--- config.mk ---
export PLATFORM = sky130hd
export DESIGN_NAME = traffic_phase_fsm
export DESIGN_NICKNAME = d
export VERILOG_FILES = /design/src/rtl/traffic_phase_fsm_pkg.sv /design/src/rtl/traffic_phase_fsm_phase_timer.sv /design/src/rtl/traffic_phase_fsm.sv
export SDC_FILE = /design/constraint.sdc
export NUM_CORES = 1
export LEC_CHECK = 0
export CORE_MARGIN = 3
export CORE_UTILIZATION = 52
export CTS_CLUSTER_DIAMETER = 150
export DETAILED_ROUTE_END_ITERATION = 12
export PLACE_DENSITY = 0.78
export SLEW_MARGIN = 20
export SYNTH_ARGS = -nofsm -noshare
export SYNTH_HDL_FRONTEND = slang
export SYNTH_SLANG_ARGS = --single-unit
--- constraint.sdc ---
create_clock -name clk -period 3.7 [get_ports clk]
set_clock_uncertainty 0.05 [all_clocks]
set_input_delay 0.37 -clock clk [delete_from_list [all_inputs] [get_ports clk]]
set_output_delay 0.37 -clock clk [all_outputs]
set_load 0.02 [all_outputs]
--- src/rtl/traffic_phase_fsm_pkg.sv ---
// Shared types for the traffic phase controller: phase state encoding and lamp codes.
package traffic_phase_fsm_pkg;

  typedef enum logic [2:0] {
    NS_GRN   = 3'd0,
    NS_YEL   = 3'd1,
    ALLRED_A = 3'd2,
    EW_GRN   = 3'd3,
    EW_YEL   = 3'd4,
    ALLRED_B = 3'd5,
    FLASH    = 3'd6
  } phase_e;

  // Lamp codes are {red,yellow,green}
  localparam logic [2:0] LAMP_RED  = 3'b100;
  localparam logic [2:0] LAMP_YEL  = 3'b010;
  localparam logic [2:0] LAMP_GRN  = 3'b001;
  localparam logic [2:0] LAMP_DARK = 3'b000;

  function automatic logic is_allred(input phase_e p);
    return (p == ALLRED_A) || (p == ALLRED_B);
  endfunction

endpackage

--- src/rtl/traffic_phase_fsm_phase_timer.sv ---
// Per-phase tick counter: counts the selected prescaler tick and strobes done on the last one.
module traffic_phase_fsm_phase_timer
  import traffic_phase_fsm_pkg::*;
#(
  parameter int unsigned CNT_W = 4
) (
  input  logic             clk,
  input  logic             rst,
  input  logic             tc_2,
  input  logic             tc_10,
  input  logic             sel_10,
  input  logic             hold,
  input  logic             clear,
  input  logic [CNT_W-1:0] limit,
  output logic [CNT_W-1:0] cnt,
  output logic             done
);

  logic             tick;
  logic [CNT_W-1:0] last;

  // Ticks landing in the prescaler-restart cycle are not counted
  assign tick = (sel_10 ? tc_10 : tc_2) & ~hold;
  assign last = limit - 1'b1;
  assign done = tick && (cnt == last);

  always_ff @(posedge clk or posedge rst) begin
    if (rst) begin
      cnt <= '0;
    end else if (clear) begin
      cnt <= '0;
    end else if (tick && (cnt != '1)) begin
      cnt <= cnt + 1'b1;
    end
  end

endmodule

--- src/rtl/traffic_phase_fsm.sv ---
// Traffic-light phase controller for two roads with pedestrian walk and night flashing.
module traffic_phase_fsm
  import traffic_phase_fsm_pkg::*;
#(
  parameter int unsigned GREEN_T   = 3,
  parameter int unsigned MIN_GREEN = 1,
  parameter int unsigned YELLOW_T  = 2,
  parameter int unsigned ALLRED_T  = 1,
  parameter int unsigned WALK_T    = 2,
  parameter int unsigned CNT_W     = 4
) (
  input  logic       clk,
  input  logic       rst,
  input  logic       tc_2,
  input  logic       tc_10,
  input  logic       ped_req,
  input  logic       night_mode,
  output logic       rst_q,
  output logic [2:0] ns_light,
  output logic [2:0] ew_light,
  output logic       ped_walk,
  output logic [2:0] phase
);

  phase_e           state, state_next;
  logic             ped_latch, latch_next;
  logic             walk, walk_next;
  logic             flash, flash_next;
  logic             state_change;
  logic             sel_10;
  logic [CNT_W-1:0] limit;
  logic [CNT_W-1:0] cnt;
  logic             done;
  logic             t2_ok, t10_ok;
  logic             ped_cut;

  assign t2_ok   = tc_2 & ~rst_q;
  assign t10_ok  = tc_10 & ~rst_q;
  assign ped_cut = t10_ok && ped_latch && (cnt >= CNT_W'(MIN_GREEN));

  traffic_phase_fsm_phase_timer #(
    .CNT_W(CNT_W)
  ) u_phase_timer (
    .clk   (clk),
    .rst   (rst),
    .tc_2  (tc_2),
    .tc_10 (tc_10),
    .sel_10(sel_10),
    .hold  (rst_q),
    .clear (state_change || (state == FLASH)),
    .limit (limit),
    .cnt   (cnt),
    .done  (done)
  );

  always_ff @(posedge clk or posedge rst) begin
    if (rst) begin
      state     <= ALLRED_A;
      ped_latch <= 1'b0;
      walk      <= 1'b0;
      flash     <= 1'b0;
      rst_q     <= 1'b1;
    end else begin
      state     <= state_next;
      ped_latch <= latch_next;
      walk      <= walk_next;
      flash     <= flash_next;
      rst_q     <= state_change;
    end
  end

  always_comb begin
    state_next = state;
    sel_10     = 1'b0;
    limit      = CNT_W'(ALLRED_T);
    case (state)
      NS_GRN, EW_GRN: begin
        sel_10 = 1'b1;
        limit  = CNT_W'(GREEN_T);
        if (done || ped_cut) state_next = (state == NS_GRN) ? NS_YEL : EW_YEL;
      end
      NS_YEL: begin
        limit = CNT_W'(YELLOW_T);
        if (done) state_next = ALLRED_A;
      end
      EW_YEL: begin
        limit = CNT_W'(YELLOW_T);
        if (done) state_next = ALLRED_B;
      end
      ALLRED_A, ALLRED_B: begin
        // A walk all-red is timed on the long tick instead of the short one
        sel_10 = walk;
        limit  = walk ? CNT_W'(WALK_T) : CNT_W'(ALLRED_T);
        if (done) begin
          if (night_mode)              state_next = FLASH;
          else if (state == ALLRED_A)  state_next = EW_GRN;
          else                         state_next = NS_GRN;
        end
      end
      FLASH: begin
        if (t2_ok && !night_mode) state_next = ALLRED_A;
      end
      default: state_next = ALLRED_A;
    endcase
  end

  assign state_change = (state_next != state);

  always_comb begin
    walk_next  = walk;
    flash_next = flash;
    latch_next = ped_latch;
    if (state_change) begin
      walk_next = is_allred(state_next) && ped_latch;
      if (is_allred(state_next)) latch_next = 1'b0;
    end
    if (state_change && (state_next == FLASH)) begin
      flash_next = 1'b1;
    end else if ((state == FLASH) && t2_ok && night_mode) begin
      flash_next = ~flash;
    end
    // Set wins over the clear so a press in the entry cycle is kept for the next all-red
    if (ped_req && (state != FLASH)) latch_next = 1'b1;
  end

  always_comb begin
    ns_light = LAMP_RED;
    ew_light = LAMP_RED;
    case (state)
      NS_GRN: ns_light = LAMP_GRN;
      NS_YEL: ns_light = LAMP_YEL;
      EW_GRN: ew_light = LAMP_GRN;
      EW_YEL: ew_light = LAMP_YEL;
      FLASH: begin
        ns_light = flash ? LAMP_YEL : LAMP_DARK;
        ew_light = flash ? LAMP_YEL : LAMP_DARK;
      end
      default: ;
    endcase
  end

  assign ped_walk = walk && is_allred(state);
  assign phase    = state;

endmodule

==> results of run 1 <==
==> sequential cells by signal, summed over array words and instances (netlist names) <==
| name | count |
|---|---|
| u_phase_timer.cnt | 4 |
| phase | 3 |
| flash | 1 |
| ped_latch | 1 |
| rst_q | 1 |
| walk | 1 |
==> layout by cell type (no fill, tap or decap), types with 3 or more instances in the layout <==
cell	netlist	layout
a21boi_0	3	3
a21oi_1	4	4
buf_4	0	6
clkbuf_4	0	3
clkdlybuf4s50_1	0	16
dfrtp_1	9	9
ha_1	4	4
inv_1	12	12
nand2_1	11	11
nand4_1	3	3
nor2_1	12	12
o21ai_0	4	3
o21ai_1	2	3
xnor2_1	3	3
==> Yosys cell counts, types with 2 or more instances <==
cell,n,share of area [%]
a21boi_0,3,2.2
xnor2_1,3,2.6
mux2i_1,2,2.0
nor3_1,2,1.0
ha_1,4,5.0
nor2_1,12,4.5
a221oi_2,2,3.0
nand2_1,11,4.1
and2b_2,2,1.7
nand4_1,3,1.9
xor2_1,2,1.7
a2111oi_0,2,1.7
o21ai_0,4,2.0
nand2b_1,2,1.2
dfrtp_1,9,22
inv_1,12,4.5
buf_6,4,4.5
o21ai_1,2,1.0
dfstp_2,2,5.2
o31ai_1,2,1.5
a21oi_1,4,2.0
nor2b_1,2,1.2
==> per-stage QoR <==
step                      setup WS (ps)  cells  hold slack, ps  area (um^2)  util, %
after global routing               12.2    163             357         1260     71.6
after detailed placement            101    159             517         1190     67.4
after CTS                          73.3    163             344         1210     68.9
final                               182    163             339         1260     71.6
after floorplan                     226    117             171         1000        -
after global placement              259    159             495         1190     67.4
==> worst paths after layout <==
| kind | cells after the start | startpoint | to |
|---|---|---|---|
| min in group clk | 1 | ped_latch$_DFFE_PP0P_ | ped_latch$_DFFE_PP0P_ |
| setup reg to reg | 13 | phase[1]$_DFF_PP1_ | ped_latch$_DFFE_PP0P_ |
| hold / removal | 2 | rst | walk$_DFFE_PP0P_ |
| hold reg to reg | 1 | ped_latch$_DFFE_PP0P_ | ped_latch$_DFFE_PP0P_ |
| setup / recovery | 13 | phase[1]$_DFF_PP1_ | ped_latch$_DFFE_PP0P_ |
| max in group asynchronous | 2 | rst | rst_q$_DFF_PP1_ |
==> worst max-delay path: cells and delay by family, from the launching register on <==
family | cells | cell delay [ps]
adders and majority gates | 1 | 210
DFF | 1 | 580
AOI/OAI and AO/OA | 5 | 1240
muxes | 2 | 330
and+or+nand+nor | 3 | 750
buffers and inverters | 2 | 270
==> area by class of cell <==
type	count	area [um^2]
Clock buffer	4	26.3
Fill cell	155	502
Inverter	12	45.0
Multi-Input combinational cell	89	677
Sequential cell	11	278
Tap cell	25	31.3
Timing Repair Buffer	22	205
==> per-layer routing <==
layer  global-route usage (%)  share of wire [%]
met5                        0                  0
met2                     35.9                 50
met4                     10.1               0.33
met1                     27.6                 44
met3                     3.93                5.9
==> power groups by stage <==
stage | registers, mW | clock network (mW) | logic (mW)
4_1_cts | 0.257 | 0.0847 | 0.903
2_1_floorplan | 0.250 | 0 | 0.654
6_report | 0.266 | 0.0800 | 0.979
3_5_place_dp | 0.259 | 0 | 0.899
5_1_grt | 0.278 | 0.0920 | 1.07
3_3_place_gp | 0.253 | 0 | 0.875
==> cell families (layout without fill, tap and decap cells) <==
kind of cell	count (synthesis)	count (layout)	synth area share, %
AND/OR/NAND/NOR	42	42	21.7
AO/OA/AOI/OAI	34	34	27.1
buffers and inverters	17	38	9.49
flip-flops	11	11	27.7
XOR/XNOR	5	5	4.37
adder cells (fa/ha/maj)	4	4	4.99
multiplexers	4	4	4.62
==> timing repair <==
action | in CTS | in global routing
gates resized for setup | 0 | 9
endpoints found under the setup margin | 0 | 2
hold buffers | 0 | 0
setup buffers | 0 | 0
==> results.json, run 1 <==
{
  "dpl.hpwl_mm": 1.88,
  "yosys_warnings": 0,
  "fin_crit_sh_pct": 95.1,
  "setup_tns_ps": 0,
  "gp_congestion": 0.838,
  "crit_slowest_cell": "dfstp_2",
  "outcome": "finished clean",
  "crit_arrival_ps": 3630,
  "port_buffers": 16,
  "crit_path_end_kind": "register",
  "synth_area_um2": 1000,
  "ys_seq_area_share_pct": 27.7,
  "die_area_um2": 2490,
  "grt_max_degree": 13,
  "critPathLaunchType": "register",
  "drt_wl_total_mm": 2.41,
  "ys_seq_elements": 11,
  "min_path_type": "input pin to asynchronous set/reset pin",
  "synth_fp_nets": 127,
  "die_w_um": 49.9,
  "rsz0062_at_grt": "false",
  "die_h_um": 49.9,
  "route.detailed.drc": 0,
  "fin_total_pwr_mw": 1.33,
  "cts-htree-levels": 1,
  "cts_tree": "yes",
  "num_vias": 956,
  "drt-wirelength-per-cell_um": 14.8,
  "io_pins": 17,
  "cts_max_path_buffers": 2,
  "synthArstFlopShare_pct": 100,
  "routed_via_density": 5.87,
  "drive_above_1_share_pct": 19.6,
  "grt_usage_pct": 21.9,
  "synth_flop_cell": "dfrtp_1",
  "antenna_found_initial": 0,
  "p_per_area_nw_per_um2": 1050,
  "worst_pin_slew_ps": 631,
  "core_um2": 1760,
  "avgSynthCellArea_um2": 8.57,
  "p_sw_uw": 646,
  "finalSetupViolCount": 0,
  "fin_crit_ps": 3520,
  "slew_violations": 0,
  "r2r_setup_slack_ps": 180,
  "cap_viol_max_count": 0,
  "path_cells": "and2b_2 -> a221oi_4 -> inv_1 -> ha_1 -> or3_4 -> a2111oi_4 -> mux2_4 -> a31oi_1 -> o31ai_1 -> buf_4 -> and2_1 -> mux2i_1 -> a21o_1",
  "finalHoldViolations": 0,
  "cp_max_fo": 7,
  "cts_buffers": 3,
  "synth_cell_types": 48,
  "drtIter0Drc": 20,
  "clkTransAtPathRegs_ps": 70,
  "critPathKind": "register to register",
  "critPathMaxStageDelay_ps": 580,
  "clock_latency_ps": 260,
  "area_delta_synth_final_pct": 26.0,
  "p_leak_nw": 0.539,
  "critPathRequiredTime_ps": 3810,
  "post_synth_inst_count": 117,
  "combPwrFrac_pct": 73.9,
  "cts_root_buffer": "clkbuf_4",
  "vdd_drop_max_v": 0.000518,
  "clock_power_share_pct": 6.0,
  "slew_headroom_pct": 57.6,
  "grt_pass1_wl_mm": 4.17,
  "first_global_vias": 942,
  "p_seq_share_pct": 20.1,
  "drt_pass1_iterations": 4,
  "synth_edf_count": 0,
  "start_util_pct": 56.8,
  "gr-total-overflow": 0,
  "ant_nets": 0,
  "p_int_uw": 679,
  "rows": 15,
  "fin_nets": 149,
  "swShare_pct": 48.7,
  "fmax_mhz": 284,
  "n_antenna_cell": 0,
  "cts.sinks": 11
}
Power figures use the tool's default switching activity.
==> run 2: changes to the inputs <==
- SLEW_MARGIN: 20 -> 0
==> results of run 2 <==
Same layout as run 1: the final DEF is identical, and so are final timing and power.
